--- src/rtl/ddr_pkg.sv ---
// Shared constants and state encoding for the cache-line to DDR UI adapter.
package ddr_pkg;

    localparam logic [2:0] CMD_WRITE  = 3'b000;
    localparam logic [2:0] CMD_READ   = 3'b001;
    localparam int         LINE_BYTES = 64;
    localparam int         BEAT_BYTES = 16;
    localparam int         BEATS      = 4;

    typedef enum logic [2:0] {
        ST_IDLE,
        ST_WRITE,
        ST_READ,
        ST_RWAIT,
        ST_ACK
    } state_t;

endpackage

--- src/rtl/ddr_line_adapter.sv ---
// Wishbone line slave -> four 128-bit DDR UI commands; write ack 5 cycles after request at full rate.
// Commands and write beats each hold until their own rdy; one line outstanding, one ack pulse per line.
module ddr_line_adapter
    import ddr_pkg::*;
#(
    parameter int ADDR_WIDTH = 28,
    parameter int BEATS      = 4
) (
    input  logic                    clkDDR,
    input  logic                    rstn,
    input  logic [31:0]             ws_addr,
    input  logic [LINE_BYTES*8-1:0] ws_din,
    output logic [LINE_BYTES*8-1:0] ws_dout,
    input  logic [LINE_BYTES-1:0]   ws_dm,
    input  logic                    ws_cyc,
    input  logic                    ws_stb,
    input  logic                    ws_we,
    output logic                    ws_ack,
    input  logic                    init_calib_complete,
    output logic [ADDR_WIDTH-1:0]   app_addr,
    output logic [2:0]              app_cmd,
    output logic                    app_en,
    input  logic                    app_rdy,
    output logic [BEAT_BYTES*8-1:0] app_wdf_data,
    output logic [BEAT_BYTES-1:0]   app_wdf_mask,
    output logic                    app_wdf_wren,
    output logic                    app_wdf_end,
    input  logic                    app_wdf_rdy,
    input  logic [BEAT_BYTES*8-1:0] app_rd_data,
    input  logic                    app_rd_data_valid
);

    localparam int         BW      = BEAT_BYTES * 8;
    localparam int         MW      = BEAT_BYTES;
    localparam logic [2:0] N_BEATS = 3'(BEATS);

    state_t                  r_state, w_state_nxt;
    logic [2:0]              r_cmd_cnt, r_wdf_cnt, r_rd_cnt;
    logic [2:0]              w_cmd_cnt_nxt, w_wdf_cnt_nxt, w_rd_cnt_nxt;
    logic [ADDR_WIDTH-7:0]   r_line, w_line_nxt;
    logic                    r_we, w_we_nxt;
    logic [LINE_BYTES*8-1:0] r_din, w_din_nxt;
    logic [LINE_BYTES-1:0]   r_dm, w_dm_nxt;
    logic                    w_hit, w_cmd_acc, w_wdf_acc, w_capture, w_issuing;
    logic                    w_unused;

    assign w_unused    = ^{ws_addr[31:ADDR_WIDTH], ws_addr[5:0]};
    assign app_wdf_end = app_wdf_wren;

    assign w_hit     = (r_state == ST_IDLE) & ws_cyc & ws_stb & init_calib_complete;
    assign w_cmd_acc = app_en & app_rdy;
    assign w_wdf_acc = app_wdf_wren & app_wdf_rdy;
    assign w_capture = app_rd_data_valid & (r_rd_cnt != N_BEATS) &
                       ((r_state == ST_READ) | (r_state == ST_RWAIT));
    assign w_issuing = (w_state_nxt == ST_WRITE) | (w_state_nxt == ST_READ);

    always_comb begin
        w_state_nxt   = r_state;
        w_line_nxt    = r_line;
        w_we_nxt      = r_we;
        w_din_nxt     = r_din;
        w_dm_nxt      = r_dm;
        w_cmd_cnt_nxt = r_cmd_cnt + {2'b00, w_cmd_acc};
        w_wdf_cnt_nxt = r_wdf_cnt + {2'b00, w_wdf_acc};
        w_rd_cnt_nxt  = r_rd_cnt + {2'b00, w_capture};
        case (r_state)
            ST_IDLE: begin
                w_cmd_cnt_nxt = '0;
                w_wdf_cnt_nxt = '0;
                w_rd_cnt_nxt  = '0;
                if (w_hit) begin
                    w_line_nxt  = ws_addr[ADDR_WIDTH-1:6];
                    w_we_nxt    = ws_we;
                    w_din_nxt   = ws_din;
                    w_dm_nxt    = ws_dm;
                    w_state_nxt = ws_we ? ST_WRITE : ST_READ;
                end
            end
            ST_WRITE: begin
                if (w_cmd_cnt_nxt == N_BEATS && w_wdf_cnt_nxt == N_BEATS)
                    w_state_nxt = ST_ACK;
            end
            ST_READ: begin
                if (w_cmd_cnt_nxt == N_BEATS)
                    w_state_nxt = ST_RWAIT;
            end
            ST_RWAIT: begin
                if (w_rd_cnt_nxt == N_BEATS)
                    w_state_nxt = ST_ACK;
            end
            ST_ACK: begin
                w_cmd_cnt_nxt = '0;
                w_wdf_cnt_nxt = '0;
                w_rd_cnt_nxt  = '0;
                w_state_nxt   = ST_IDLE;
            end
            default: w_state_nxt = ST_IDLE;
        endcase
    end

    always_ff @(posedge clkDDR or negedge rstn) begin
        if (!rstn) begin
            r_state   <= ST_IDLE;
            r_cmd_cnt <= '0;
            r_wdf_cnt <= '0;
            r_rd_cnt  <= '0;
            r_line    <= '0;
            r_we      <= 1'b0;
            r_din     <= '0;
            r_dm      <= '0;
        end else begin
            r_state   <= w_state_nxt;
            r_cmd_cnt <= w_cmd_cnt_nxt;
            r_wdf_cnt <= w_wdf_cnt_nxt;
            r_rd_cnt  <= w_rd_cnt_nxt;
            r_line    <= w_line_nxt;
            r_we      <= w_we_nxt;
            r_din     <= w_din_nxt;
            r_dm      <= w_dm_nxt;
        end
    end

    // Outputs are registered from next-state counters so the following beat appears right after acceptance.
    always_ff @(posedge clkDDR or negedge rstn) begin
        if (!rstn) begin
            ws_ack       <= 1'b0;
            ws_dout      <= '0;
            app_en       <= 1'b0;
            app_addr     <= '0;
            app_cmd      <= '0;
            app_wdf_wren <= 1'b0;
            app_wdf_data <= '0;
            app_wdf_mask <= '0;
        end else begin
            ws_ack       <= (w_state_nxt == ST_ACK);
            app_en       <= w_issuing && (w_cmd_cnt_nxt != N_BEATS);
            app_wdf_wren <= (w_state_nxt == ST_WRITE) && (w_wdf_cnt_nxt != N_BEATS);
            if (w_issuing) begin
                app_addr     <= ADDR_WIDTH'({w_line_nxt, w_cmd_cnt_nxt[1:0], 3'b000});
                app_cmd      <= w_we_nxt ? CMD_WRITE : CMD_READ;
                app_wdf_data <= w_din_nxt[BW*int'(w_wdf_cnt_nxt[1:0]) +: BW];
                app_wdf_mask <= ~w_dm_nxt[MW*int'(w_wdf_cnt_nxt[1:0]) +: MW];
            end
            if (w_capture)
                ws_dout[BW*int'(r_rd_cnt[1:0]) +: BW] <= app_rd_data;
        end
    end

endmodule

--- config.mk ---
export PLATFORM = sky130hd
export DESIGN_NAME = ddr_line_adapter
export DESIGN_NICKNAME = d
export VERILOG_FILES = /design/src/rtl/ddr_pkg.sv /design/src/rtl/ddr_line_adapter.sv
export SDC_FILE = /design/constraint.sdc
export NUM_CORES = 2
export LEC_CHECK = 0
export BUFFER_PORTS_ARGS = -buffer_cell sky130_fd_sc_hd__buf_2
export CELL_PAD_IN_SITES_DETAIL_PLACEMENT = 1
export CELL_PAD_IN_SITES_GLOBAL_PLACEMENT = 2
export CORE_AREA = 2 2 563 565
export DETAILED_ROUTE_END_ITERATION = 6
export DIE_AREA = 0 0 565 567
export PLACE_DENSITY_LB_ADDON = 0.1
export SYNTH_ARGS = -nofsm -noshare
export SYNTH_HDL_FRONTEND = slang
export SYNTH_SLANG_ARGS = --single-unit
--- constraint.sdc ---
create_clock -name clkDDR -period 2.7 [get_ports clkDDR]
set_input_delay 0.27 -clock clkDDR [delete_from_list [all_inputs] [get_ports clkDDR]]
set_output_delay 0.27 -clock clkDDR [all_outputs]
set_load 0.005 [all_outputs]
* After elaboration in Yosys (flattened, before gate mapping)
Index checks and enable logic that the tools add are counted.
W data, S select, Z words.
** Word-level totals
- Flip-flop bits (word level) :: 1297
- Bits of input ports :: 745
- Output and inout port bits :: 691
- Logic and storage cells :: 71
** Operators by class
- Add/sub/neg operators :: 4
- Eq/ne operators :: 13
- Shifts and indexed selects :: 4
- Multiplexer cells :: 19
- Bitwise gates (word level) :: 10
- Reductions and logical operators :: 5
** Operators by type and width (number)
- $mux W512 :: 2
- $bwmux W512 :: 1
- $shift A128 B33 Y512 const A :: 1
- $shiftx A128 B33 Y512 :: 1
- $shiftx A512 B10 Y128 :: 1
- $mux W64 :: 2
- $shiftx A64 B7 Y16 :: 1
- $mux W22 :: 2
- $neg A9 Y33 :: 1
- $mux W3 :: 7
- $not A16 Y16 :: 1
- $eq A3 B3 Y1 const B :: 5
- $pmux W3 S4 :: 1
- $add A3 B1 Y3 :: 3
- $eq A3 B2 Y1 const B :: 3
- $ne A3 B3 Y1 const B :: 3
- $and A1 B1 Y1 :: 7
- $eq A3 B1 Y1 const B :: 2
- $logic_and A1 B1 Y1 :: 3
- $logic_not A3 Y1 :: 1
- $mux W1 :: 3
- $mux W2 :: 1
- $or A1 B1 Y1 :: 2
- $reduce_or A2 Y1 :: 1

* Logic depth before layout (Yosys ltp)
- Word-level depth :: 10
- Mapped depth :: 12
- Mapped depth without buffers :: 11

* Least setup slack after synthesis
Ideal clock, no wire load.
- Path kind :: flip-flop to flip-flop
- From :: register app_wdf_wren (netlist: app_wdf_end)
- To :: register app_wdf_data[125]
- Setup time :: 0.125 ns
- Arrival time :: 2.394 ns
- Required time :: 2.575 ns
- Slack :: 0.182 ns
- Cell stages (with the launch flop) :: 11
- Path buffers :: 3
- Period minus slack after synthesis :: 2.518 ns
- Path through :: dfrtp_1 > and2_1 > ha_1 > ha_1 > nor3_1 > nand2_1 > a222oi_1 > buf_2 > buf_6 > buf_6 > mux2_2
** On the way
- Longest elaborated chain between the ends :: 8
- Elaborated cells on any way between the ends :: 11
- Those cells by class :: add/sub: 1; eq/ne: 3; shift: 1; mux: 3; bitwise: 2; reduce/logical: 1
** Ends and longest elaborated chain
- start: declaration :: RTL line ddr_line_adapter.sv:26 : output logic app_wdf_wren,
- start signal: assignment :: RTL line ddr_line_adapter.sv:137 : app_wdf_wren <= (w_state_nxt == ST_WRITE) && (w_wdf_cnt_nxt != N_BEATS);
- $and A1 B1 Y1 * :: RTL line ddr_line_adapter.sv:52 : assign w_wdf_acc = app_wdf_wren & app_wdf_rdy;
- $add A3 B1 Y3 * :: RTL line ddr_line_adapter.sv:64 : w_wdf_cnt_nxt = r_wdf_cnt + {2'b00, w_wdf_acc};
- branches (longest 6 deep; another with $shiftx A512 B10 Y128)
- end signal: assignment :: RTL line ddr_line_adapter.sv:141 : app_wdf_data <= w_din_nxt[BW*int'(w_wdf_cnt_nxt[1:0]) +: BW];
- end: declaration :: RTL line ddr_line_adapter.sv:24 : output logic [BEAT_BYTES*8-1:0] app_wdf_data,
Every way passes the cells marked *.
A chain may end at the register's enable or synchronous reset.

* Worst setup path in the final report
- From :: register app_en
- To :: register app_wdf_data[126]
** On the way
- Longest elaborated chain between the ends :: 8
- Elaborated cells on any way between the ends :: 10
- Those cells by class :: add/sub: 1; eq/ne: 3; mux: 3; bitwise: 2; reduce/logical: 1
** Ends and longest elaborated chain
- start: declaration :: RTL line ddr_line_adapter.sv:22 : output logic app_en,
- start signal: assignment :: RTL line ddr_line_adapter.sv:136 : app_en <= w_issuing && (w_cmd_cnt_nxt != N_BEATS);
- $and A1 B1 Y1 * :: RTL line ddr_line_adapter.sv:51 : assign w_cmd_acc = app_en & app_rdy;
- $add A3 B1 Y3 * :: RTL line ddr_line_adapter.sv:63 : w_cmd_cnt_nxt = r_cmd_cnt + {2'b00, w_cmd_acc};
- $eq A3 B3 Y1 * :: RTL line ddr_line_adapter.sv:80, ddr_line_adapter.sv:84
- $logic_and A1 B1 Y1 :: RTL line ddr_line_adapter.sv:80 : if (w_cmd_cnt_nxt == N_BEATS && w_wdf_cnt_nxt == N_BEATS)
- $mux W3 :: RTL line ddr_line_adapter.sv:80
- $pmux W3 S4 * :: RTL line ddr_line_adapter.sv:66 : case (r_state)
- $eq A3 B1 Y1 / $eq A3 B2 Y1 (equally long branches) :: RTL line ddr_line_adapter.sv:55 : assign w_issuing = (w_state_nxt == ST_WRITE) | (w_state_nxt == ST_READ);
- $or A1 B1 Y1 * :: RTL line ddr_line_adapter.sv:55
Every way passes the cells marked *; elsewhere a longest branch is shown, timed or not.

==> results by group <==
Logic synthesis
  – Synthesized instance count: 6,040
  – Largest family of logic cells by synthesized area: simple AND/OR/NAND/NOR gates
  – Multiplexer share of the synthesized area: 6.13%
  – Xor and xnor area share after synthesis: 0.0479%
  – Area leader, netlist: dfrtp_1
  – Post-synth EDFFs: 0
  – Ys Warns: 0
  – Synth cell types: 33
  – Register area share after synthesis: 59.1%
  – Synth Area in Compound Gates: 11.1%
  – Most frequent cells after synthesis: nand2_1, dfrtp_1, o21ai_0, clkbuf_1, o22ai_1
  – Synth Flop Type: dfrtp_1
  – Post-synthesis register bit count: 1,295
  – Post-synth top area share: 59.1%
  – Top post-synthesis cells by area: dfrtp_1, nand2_1, o21ai_0, o22ai_1, mux2i_1
  – Adder-cell share of the synthesized area: 0.228%
  – Syn avg cell area: 9.07 µm²
  – Post-Syn Area: 54,800 µm²
  – Most numerous cell in the Yosys netlist: nand2_1
  – Share of flip-flops with an asynchronous set or reset: 100%
  – Simple-Gate Fraction of Synth Area: 18.7%

Detailed routing
  – Via count: 51,400
  – DRT iter0 DRCs: 2,281
  – Drt wl/cell: 24.5 µm
  – Via density: 4.10
  – Routed WL: 308 mm
  – Final antenna-violating net count: 0
  – DR DRC count: 0
  – Drt pass-1 iters: 5

STA
  – Worst Slack Setup Final: -0.0580 ns
  – RSZ-0062 raised after global routing: yes
  – Clock Skew: 0.0221 ns
  – Final setup fails: 89
  – Minimum clock period: 2.76 ns
  – Slew HR: 41.2%
  – Worst hold slack: 0.110 ns
  – Worst slew pin tran: 0.882 ns
  – Fmax: 0.363 GHz
  – Slew Viols, Final: 0
  – Final Hold Fails: 0
  – Final period utilization: 102%

Global routing
  – GRT Overall Usage: 18.6%
  – Vias in the first global route: 55,100
  – Initial antenna violation count: 140
  – Largest net degree at the start of global routing: 138
  – First-pass GRT wire length: 431 mm
  – GR Overflow Total: 0

Clock network
  – H-Tree Level Count: 4
  – Clk_lat worst skew: 0.84 ns
  – Number of buffers created by CTS: 179
  – Clock slew at reported path FFs: 0.06 ns
  – Clock Tree Buf Depth: 4
  – CTS tree: yes
  – CTS Root Cell: clkbuf_16
  – # clock sinks: 1,295

Cells and area
  – Non-Filler Instances: 12,500
  – Net count, final: 8,946
  – Design area: 82,500 µm²
  – Fillers: 36,500
  – Area delta synth->final: 50.5%
  – Share of layout cells above drive strength 1: 25.7%

Power and ir drop
  – Peak supply drop: 0.701 mV
  – Leak Pwr: 40.0 nW
  – Pint: 57.1 mW
  – Power Density: 1110 nW/µm²
  – Clock power frac: 26.4%
  – Switching power total: 34.7 mW
  – Sequential power share: 34.0%
  – Comb pwr share: 39.7%
  – Total power: 91.8 mW
  – Sw frac: 37.8%

Place
  – Placed cell areas: 68,100 µm²
  – Post-DP HPWL: 223 mm
  – Port Buf Inserts: 1,419
  – GPL Wtd Cong: 0.783
  – Dpl ws: -0.274 ns
  – Cell total after placement: 11,400

Setup path
  – Worst R2R Path Depth: 11
  – Setup crit start kind: flop
  – Most frequent cell on the critical path: ha_4
  – CP Cell Sequence: and2_4, ha_4, ha_4, xnor2_4, nor3_2, nand2_1, a222oi_1, buf_4, buf_12, buf_16, mux2_2
  – R2r endpoint: app_wdf_data[126]
  – Crit path arrival time: 3.48 ns
  – Crit path buf inv count: 3
  – CP peak stage delay: 0.38 ns
  – Req. time, crit path: 3.42 ns
  – Crit Path Class: reg -> reg
  – Crit path max fanout: 30
  – Critical-path top delay cell: dfrtp_1
  – FF-to-FF Start: app_en
  – Worst Setup End Kind: flop
  – FF-to-FF setup slack: -0.06 ns
  – Crit path max-delay family: buffers and inverters

Flow run
  – Max Cap Violations: 0

Floorplanning
  – Die Wd: 565 µm
  – Die height: 567 µm
  – Initial Util: 17.5%
  – Die area: 320,000 µm²
  – Core ar.: 314,000 µm²
  – Top-level I/O count: 1,436
  – Core Rows: 206

Run status
  – Failing checks: setup timing
  – Status: finished with violations

Hold path
  – Worst Hold Depth: 4
  – Worst hold start: app_rdy
  – Worst Hold Path EP: r_cmd_cnt[0]
  – Worst Hold Class: in -> reg
## cells in the final DEF (no fill, tap or decap), types with 9 or more instances in the layout
cell type      count
a21oi_1          148
o21ai_0          657
clkbuf_8          39
o22ai_1          261
nand2_1         2536
inv_1            166
buf_16             9
clkbuf_1          62
clkbuf_16        194
buf_12            93
clkinv_2          15
dlygate4sd3_1    730
mux2i_1          161
buf_4            140
mux2_4           107
diode_2           50
dfrtp_1         1295
o22ai_2           27
mux2_2            45
nor2_1           148
buf_2           1418
## worst max path at each step
| stage | from | slack (ns) | depth (start not counted) | end |
|---|---|---|---|---|
| 5_1_grt | app_en | -0.19 | 11 | app_addr[11] |
| 4_1_cts | app_en | -0.08 | 12 | app_wdf_data[37] |
| 6_report | app_en | -0.06 | 11 | app_wdf_data[126] |
| 3_5_place_dp | app_wdf_rdy | -0.27 | 11 | app_wdf_data[26] |
| 2_1_floorplan | app_wdf_end | 0.18 | 10 | app_wdf_data[125] |
| 3_3_place_gp | app_wdf_rdy | -0.35 | 11 | app_wdf_data[45] |
## per-stage QoR
step,utilization (%),TNS [ns]
after global routing,26.3,-20.64
after floorplan,-,0
final,26.3,-2.62
after CTS,26.0,-5.00
after detailed placement,21.7,-31.77
after global placement,21.7,-44.48
## repair_timing
item,CTS,global route
cloned,6,13
pin swaps,2,0
hold endpoints to repair,2042,0
hold buffers,730,0
endpoints found under the setup margin,167,172
buffers inserted,10,8
gates resized for setup,42,96
## tightest hold or removal path: stages
cell and delay [ns]:
buf_2 0.16, and2_4 0.17, ha_4 0.15, and2_1 0.14
## registers in the layout, indices dropped and copies added, names as in the netlist, 3 cells and up
| register | flops |
|---|---|
| r_dm | 64 |
| r_line | 22 |
| ws_dout | 512 |
| r_wdf_cnt | 3 |
| r_state | 3 |
| r_din | 512 |
| r_cmd_cnt | 3 |
| app_addr | 24 |
| app_wdf_data | 128 |
| app_wdf_mask | 16 |
| r_rd_cnt | 3 |
## power groups by stage
stage | sequential [mW] | combinational [mW] | clock [mW]
after floorplan | 30.4 | 17.7 | 0
after global placement | 31.4 | 32.8 | 0
after detailed placement | 31.5 | 33.1 | 0
after CTS | 31.2 | 35.5 | 25.3
after global routing | 32.1 | 40.3 | 26.0
final | 31.2 | 36.4 | 24.2
## per-layer routing
layer / share of wire (%) / vias up / GRT usage [%]
li1: - / 23900 / -
met1: 44 / 25500 / 24.0
met2: 47 / 1358 / 31.0
met3: 5.9 / 478 / 4.41
met4: 2.5 / 72 / 4.27
met5: 0.14 / - / 0
## area by class of cell
class,instances,area [µm²],share of cell area [%]
Inverter,166,623,0.756
Antenna cell,50,125,0.152
Timing Repair Buffer,2404,17900,21.7
Clock buffer,285,5370,6.52
Clock inverter,34,465,0.564
Multi-Input combinational cell,4145,20400,24.7
Tap cell,4160,5200,6.31
Sequential cell,1295,32400,39.3
## cells by family (layout without fill, tap and decap cells)
kind of cell             Yosys count  in the layout
AO/OA/AOI/OAI                   1100           1100
XOR/XNOR                           3              3
adder cells (fa/ha/maj)           10             10
AND/OR/NAND/NOR                 2713           2713
buffers and inverters            605           2889
multiplexers                     313            313
other                              1             56
flip-flops                      1295           1295
(Power assumes the default switching activity.)
